**src/rtl/bcd_updown_counter_pkg.sv**
```systemverilog
// Shared encodings for the cascaded up/down counter and its digit cells.
package bcd_updown_counter_pkg;

    localparam int DW = 4;

    typedef enum logic {
        DIR_UP = 1'b0,
        DIR_DN = 1'b1
    } dir_e;

    typedef enum logic {
        MODE_WRAP = 1'b0,
        MODE_SAT  = 1'b1
    } mode_e;

endpackage

```
**src/rtl/bcd_digit.sv**
```systemverilog
// One radix-(TOP+1) digit cell: clamped preset load, single-step up/down on carry-in.
module bcd_digit
    import bcd_updown_counter_pkg::*;
#(
    parameter int TOP = 9
) (
    input  logic          CK,
    input  logic          RST,
    input  logic          EN,
    input  logic          CIN,
    input  logic          DIR,
    input  logic          LDEN,
    input  logic          LD,
    input  logic [DW-1:0] LDV,
    output logic [DW-1:0] Q,
    output logic          COUT
);

    localparam logic [DW-1:0] TOPV = DW'(TOP);

    logic [DW-1:0] ld_clamped;

    assign ld_clamped = (LDV > TOPV) ? TOPV : LDV;
    assign COUT       = CIN & ((DIR == DIR_DN) ? (Q == '0) : (Q == TOPV));

    // LDEN permits a count step; the top drops it to hold a saturated value.
    always_ff @(posedge CK) begin
        if (RST) begin
            Q <= '0;
        end else if (EN) begin
            if (LD) begin
                Q <= ld_clamped;
            end else if (CIN && LDEN) begin
                if (DIR == DIR_DN)
                    Q <= (Q == '0) ? TOPV : Q - 4'd1;
                else
                    Q <= (Q == TOPV) ? '0 : Q + 4'd1;
            end
        end
    end

endmodule

```
**src/rtl/bcd_updown_counter.sv**
```systemverilog
// Multi-digit cascaded up/down counter with preset load, wrap/saturate limits,
// overflow/underflow pulses and leading-zero blank mask for the LED converter.
module bcd_updown_counter
    import bcd_updown_counter_pkg::*;
#(
    parameter int DIGITS = 4,
    parameter int TOP    = 9,
    parameter int LZB    = 1
) (
    input  logic                 CK,
    input  logic                 RST,
    input  logic                 C1K,
    input  logic                 CE,
    input  logic                 DIR,
    input  logic                 MODE,
    input  logic                 LD,
    input  logic [DW*DIGITS-1:0] LDVAL,
    output logic [DW*DIGITS-1:0] VAL,
    output logic [DIGITS-1:0]    BLANK,
    output logic                 OVF,
    output logic                 UNF,
    output logic                 ZERO
);

    logic [DIGITS:0] carry;
    logic            limit;
    logic            step_ok;
    logic            lz_run;

    // A load suppresses the count, so the carry chain never reaches the limit during LD.
    assign carry[0] = CE & ~LD;
    assign limit    = carry[DIGITS];
    assign step_ok  = ~(limit & (MODE == MODE_SAT));

    for (genvar i = 0; i < DIGITS; i++) begin : g_digit
        bcd_digit #(.TOP(TOP)) u_digit (
            .CK   (CK),
            .RST  (RST),
            .EN   (C1K),
            .CIN  (carry[i]),
            .DIR  (DIR),
            .LDEN (step_ok),
            .LD   (LD),
            .LDV  (LDVAL[DW*i +: DW]),
            .Q    (VAL[DW*i +: DW]),
            .COUT (carry[i+1])
        );
    end

    always_ff @(posedge CK) begin
        if (RST) begin
            OVF <= 1'b0;
            UNF <= 1'b0;
        end else begin
            OVF <= C1K & limit & (DIR == DIR_UP);
            UNF <= C1K & limit & (DIR == DIR_DN);
        end
    end

    assign ZERO = (VAL == '0);

    // Scan from the most significant digit down; digit 0 is never blanked.
    always_comb begin
        BLANK  = '0;
        lz_run = 1'b1;
        for (int i = DIGITS - 1; i > 0; i--) begin
            lz_run   = lz_run & (VAL[DW*i +: DW] == '0);
            BLANK[i] = (LZB != 0) & lz_run;
        end
    end

endmodule

```
**config.mk**
```make
export PLATFORM = sky130hd
export DESIGN_NAME = bcd_updown_counter
export DESIGN_NICKNAME = d
export VERILOG_FILES = /design/src/rtl/bcd_updown_counter_pkg.sv /design/src/rtl/bcd_digit.sv /design/src/rtl/bcd_updown_counter.sv
export SDC_FILE = /design/constraint.sdc
export NUM_CORES = 1
export LEC_CHECK = 0
export CAP_MARGIN = 15
export CORE_ASPECT_RATIO = 0.6
export CORE_MARGIN = 4
export CORE_UTILIZATION = 23
export DETAILED_ROUTE_END_ITERATION = 12
export PLACE_DENSITY = 0.47
export SYNTH_ARGS = -nofsm -noshare
export SYNTH_HDL_FRONTEND = slang
export SYNTH_SLANG_ARGS = --single-unit
```
**constraint.sdc**
```tcl
create_clock -name CK -period 2.3 [get_ports CK]
set_input_delay 0.46 -clock CK [delete_from_list [all_inputs] [get_ports CK]]
set_output_delay 0.46 -clock CK [all_outputs]
set_load 0.02 [all_outputs]
```
; Word-level counts from Yosys, hierarchy flattened
; Index checks and enable logic that the tools add are counted.
[totals]
regBits = 18
inputBits = 23
[op_classes]
addsub = 8
magnitude_cmp = 4
n_eq_ne = 4
mux = 28
n_bitwise = 14
reduce_logical = 17
[op_table]
columns = op, n
row1 = 4-bit two-way mux, 24
row2 = "4-bit by 1-bit adder with 4-bit output, second input constant", 4
row3 = "4-bit equality test, second input constant", 4
row4 = "4-bit greater-than comparator, second input constant", 4
row5 = 16-bit zero test, 1
row6 = 4-bit zero test, 4
row7 = "4-bit by 1-bit subtractor with 4-bit output, second input constant", 4
row8 = 1-bit bitwise AND, 11
row9 = 2-bit AND reduction, 4
row10 = 2-bit nonzero test, 4
row11 = 1-bit logical AND, 4
row12 = 1-bit two-way mux, 4
row13 = 1-bit inverter, 3

; Depth between registers and ports, before layout
[depth]
ltp_word = 11
ltp_mapped = 7
depth_no_buf = 5

; Hierarchy
; Synthesis repeated with hierarchy kept, for this count alone.
[hier_totals]
hier_cells = 233
hier_area_um2 = 1752.9
[modules_own_cells]
columns = mod, instances, cells_each, area_each_um2, seq_area_each_um2
row1 = bcd_digit, 4, 54, 400.4, 80.1
row2 = bcd_updown_counter, 1, 17, 151.4, 40.0

; Least setup slack after synthesis
; No wires, ideal clock.
[synth_timing]
kind = flip-flop to output port
start = register g_digit[3].u_digit.Q[0]
end = output ZERO
t_arrival_ps = 2244
path_slack_ps = -404
path_stages_with_launch = 6
path_buffers = 1
path_cell_list = dfxtp_1 clkbuf_1 nor4_1 and3_1 and2_1 and3_1
[synth_via]
elab_chain_len = 1
[synth_rtl]
columns = element, line
row1 = start: declaration, bcd_digit.sv:15  ; output logic [DW-1:0] Q,
row2 = start signal: assignment, bcd_digit.sv:32  ; Q <= ld_clamped;
row3 = start signal: assignment, bcd_digit.sv:35  ; Q <= (Q == '0) ? TOPV : Q - 4'd1;
row4 = start signal: assignment, bcd_digit.sv:37  ; Q <= (Q == TOPV) ? '0 : Q + 4'd1;
row5 = 16-bit zero test, bcd_updown_counter.sv:60  ; assign ZERO = (VAL == '0);
row6 = end: declaration, bcd_updown_counter.sv:22  ; output logic ZERO
; Every way passes these cells.

; Worst setup path after layout
[layout_timing]
start = input DIR
end = register g_digit[1].u_digit.Q[3]
[layout_via]
elab_chain_len = 10
word_cells_on_any_way = 16
classes_between = mux (7) / bitwise (6) / reduce/logical (3)
[layout_rtl]
columns = element, line
row1 = start: declaration, bcd_updown_counter.sv:14  ; input logic DIR,
row2 = 1-bit two-way mux, bcd_digit.sv:24  ; assign COUT = CIN & ((DIR == DIR_DN) ? (Q == '0) : (Q == TOPV));
row3 = 1-bit bitwise AND (4 in a row), bcd_digit.sv:24
row4 = 1-bit bitwise AND, bcd_updown_counter.sv:33  ; assign step_ok = ~(limit & (MODE == MODE_SAT));
row5 = 1-bit inverter, bcd_updown_counter.sv:33
row6 = 1-bit logical AND, bcd_digit.sv:33  ; end else if (CIN && LDEN) begin
row7 = 2-bit nonzero test (no source line), -
row8 = 2-bit AND reduction (no source line), -
row9 = end signal: assignment, bcd_digit.sv:32
row10 = end signal: assignment, bcd_digit.sv:35
row11 = end signal: assignment, bcd_digit.sv:37
row12 = end: declaration, bcd_digit.sv:15
; Parallel ways exist; a longest one is shown, timed or not. The select of a mux whose other input is x is not followed.
; A chain may end at the register's enable or synchronous reset.

==> results by group <==
Run status
  – Status: finished, final reports clean

Worst setup path
  – Worst setup SP type: input port
  – Critical Path RT: 2.48 ns
  – R2R cell count: 7
  – Worst R2R Setup Slack: 0.39 ns
  – Setup CP Type: input port to flip-flop
  – Slowest stage delay, CP: 0.51 ns
  – Worst-path maximum fanout: 14
  – Crit end category: flip-flop
  – CP Data Arrival Time: 2.37 ns
  – Reg2reg end: g_digit[2].u_digit.Q[1]
  – Critical path cell sequence: clkdlybuf4s50_1 -> buf_6 -> and3b_1 -> o21ai_2 -> nor4_1 -> or4_1 -> a21oi_1
  – RR Startpoint: g_digit[3].u_digit.Q[1]
  – Crit path launch: DIR
  – Worst path slowest cell: or4_1

Global route
  – Total GRT Usage: 12.4%
  – GR Overflow Total: 0
  – First-pass GRT wire length: 10.0 mm
  – Vias in the first global route: 1884
  – Antenna violations before repair: 0
  – Largest net degree at the start of global routing: 32

Routing
  – Routed Antenna Nets: 0
  – Detailed-route wire length: 6.09 mm
  – Wire per inst: ~15 um
  – Initial DRC count: 101
  – Vias: 2005
  – Drt drc: 0
  – Detailed Routing Iterations Pass 1: 4
  – Avg Vias per Cell: 4.84

Cells and area
  – Nets: 331
  – Inserted Diodes: 0
  – Layout area overhead: 43.6%
  – Share of cells above drive strength 1: roughly a fifth
  – Non-Filler Cell Area, Final: about 2700 um^2

STA
  – Worst slew pin tran: 0.519 ns
  – Max Freq: around 460 MHz
  – Clk_skew: 0.00453 ns
  – Endpoints failing setup: 0
  – Max Slew Vio Count: 0
  – Minimum clock period: around 2.2 ns
  – Fin crit share: between 90 and 100%
  – Slew HR: ~65%
  – RSZ-0062 raised after global routing: true
  – Hold Vio Cnt, Final: 0

Min path
  – Critical hold path startpoint: g_digit[0].u_digit.Q[1]
  – Hold path cells: 2
  – Sink of the worst hold path: g_digit[0].u_digit.Q[1]
  – Hold crit path type: flip-flop to flip-flop

Synthesis
  – Syn. warnings: 0
  – Number of distinct library cells after synthesis: 65
  – Mapped Area: 1880 um^2
  – Number of synthesized flops with an enable pin: 0
  – Main synth FF type: dfxtp_1
  – Post-synthesis net count: ~270
  – FFs w/ async S/R, synth: 0%
  – Register area share after synthesis: 19.2%
  – Mapped Cells: approximately 250
  – Synthesized flop and latch total: 18
  – Avg Inst Size Synth: 7.55 um^2

Clocking
  – Max Root-Sink Buffers: 2
  – CTS tree: built
  – Worst-path clk slew: 0.06 ns
  – Later-pin clock latency in the skew report: 0.25 ns
  – CTS sink cnt: 18
  – Cts bufs inserted: 3
  – H-Tree Depth: 1
  – Clock root cell: clkbuf_16

Floorplanning
  – Die height: 78.0 um
  – Row cnt: 25
  – Die span in x: 125 um
  – Top Ports: between 40 and 50
  – Core Box Area: 7910 um^2
  – Initial Utilization: 23.8%
  – DIE AREA: a little under 10000 um^2

Pwr
  – Sw power: around 0.4 mW
  – P_int: 0.807 mW
  – Leakage Power: 1.04 nW
  – Pwr Density: 449 nW/um^2
  – Sw Ratio: 33.5%
  – Sequential power share: 28.8%
  – Comb power frac: a little over two fifths
  – Clk network pwr share: 29.1%
  – Pwr Total: 1.21 mW
  – Worst IR drop on VDD: 305 uV

Placement
  – GP Congestion: 0.885
  – PortBufs: 44
  – Placed cell area: 2610 um^2
  – HPWL after DPL: 4.69 mm

Run
  – Maxcap violations: 0
critical path: cells and delay by family:
family | cells | cell delay [ns]
compound gates | 2 | 0.44
simple gates | 3 | 0.85
buf+inv | 2 | 0.62
routing by layer:
metal / GRT usage, % / up-vias / part of all wire (%)
met5: 0 / - / 0
met4: 0.656 / 0 / 0.16
met3: 2.92 / 2 / 5.4
met2: 17.2 / 51 / 40
met1: 19.9 / 897 / 54
li1: - / 1055 / -
timing repair:
item,CTS,global route
setup endpoints to repair,3,13
setup buffers,0,1
pin swaps,0,2
gates resized for setup,5,6
hold buffers,0,0
power by group through the flow:
stage / sequential, mW / clock, mW / combinational, mW
3_3_place_gp: 0.357 / 0 / 0.508
2_1_floorplan: 0.376 / 0 / 0.276
4_1_cts: 0.349 / 0.355 / 0.507
5_1_grt: 0.352 / 0.369 / 0.558
6_report: 0.350 / 0.353 / 0.510
3_5_place_dp: 0.356 / 0 / 0.511
stage by stage:
step	hold slack [ns]	util, %	setup TNS [ns]	std cells	setup slack (ns)
after CTS	0.529	33.9	0	413	0.00939
after detailed placement	0.521	33.0	-2.50	410	-0.233
after floorplan	0.644	-	0	249	0.0160
after global placement	0.517	33.0	-1.68	410	-0.165
after global routing	0.552	34.1	-0.0543	414	-0.0357
final	0.533	34.1	0	414	0.106
cells by family after synthesis:
| group | count (synthesis) | synth area share [%] |
|---|---|---|
| compound gates | 91 | 36.3 |
| buf+inv | 40 | 9.71 |
| other cells | 1 | 0.199 |
| xor+xnor | 4 | 1.86 |
| mux | 3 | 1.73 |
| flops | 18 | 19.2 |
| simple gates | 92 | 31.1 |
registers in the layout, summed over array words and instances (netlist names):
register and cells:
g_digit.u_digit.Q 16, UNF 1, OVF 1
layout by cell type (no fill, tap or decap), types with 3 or more instances in the layout:
master           count
nand2b_1            10
o21ai_2              3
nor3_1               4
clkbuf_16            3
and2_1               3
and3b_1              4
a21oi_1             18
nor2_1              19
nor4_1               3
a311oi_1             6
o22ai_1              3
dfxtp_1             18
o21a_1               7
o21ai_0             12
nand3_1              4
inv_1               13
xor2_1               3
a32oi_1              3
buf_4               37
nand3b_1             4
nor3b_2              4
clkdlybuf4s50_1     41
a31oi_1              8
nand2_1             10
nor2b_1              8
o211a_1              3
or4_1                3
cells in the mapped netlist (all sizes together) (3+ instances only):
cell type   n  share of area (%)
a31oi       8                2.7
xor2        3                1.4
nand2b     10                3.3
o211a       3                1.6
nand3b      4                1.6
a21oi      18                4.8
a311oi      6                2.8
nor4        4                1.3
nor4b       3                2.5
and3b       4                1.9
clkbuf     14                2.8
nand2      10                2.0
buf        13                4.3
inv        13                2.6
and2        3                1.0
a32oi       3                1.4
nor3        4                1.1
nor2b       8                2.7
o21ai      17                5.7
nor2       19                3.8
or4         4                1.8
dfxtp      18                 19
nor3b       7                3.9
o22ai       3                1.0
nand3       4                1.1
o21a        7                2.8
worst max-delay path by stage:
stage	slack (ns)	endpoint
after floorplan	0.02	ZERO
after global placement	-0.17	g_digit[1].u_digit.Q[1]
after detailed placement	-0.23	g_digit[0].u_digit.Q[3]
after CTS	0.009	g_digit[0].u_digit.Q[3]
after global routing	-0.04	g_digit[2].u_digit.Q[1]
final	0.11	g_digit[1].u_digit.Q[3]
cell type report:
cell class	instances	area, um^2
Sequential cell	18	360
Clock buffer	3	75.1
Tap cell	108	135
Timing Repair Buffer	81	713
Inverter	13	48.8
Multi-Input combinational cell	191	1370
Fill cell	860	5210
(Power assumes the default switching activity.)
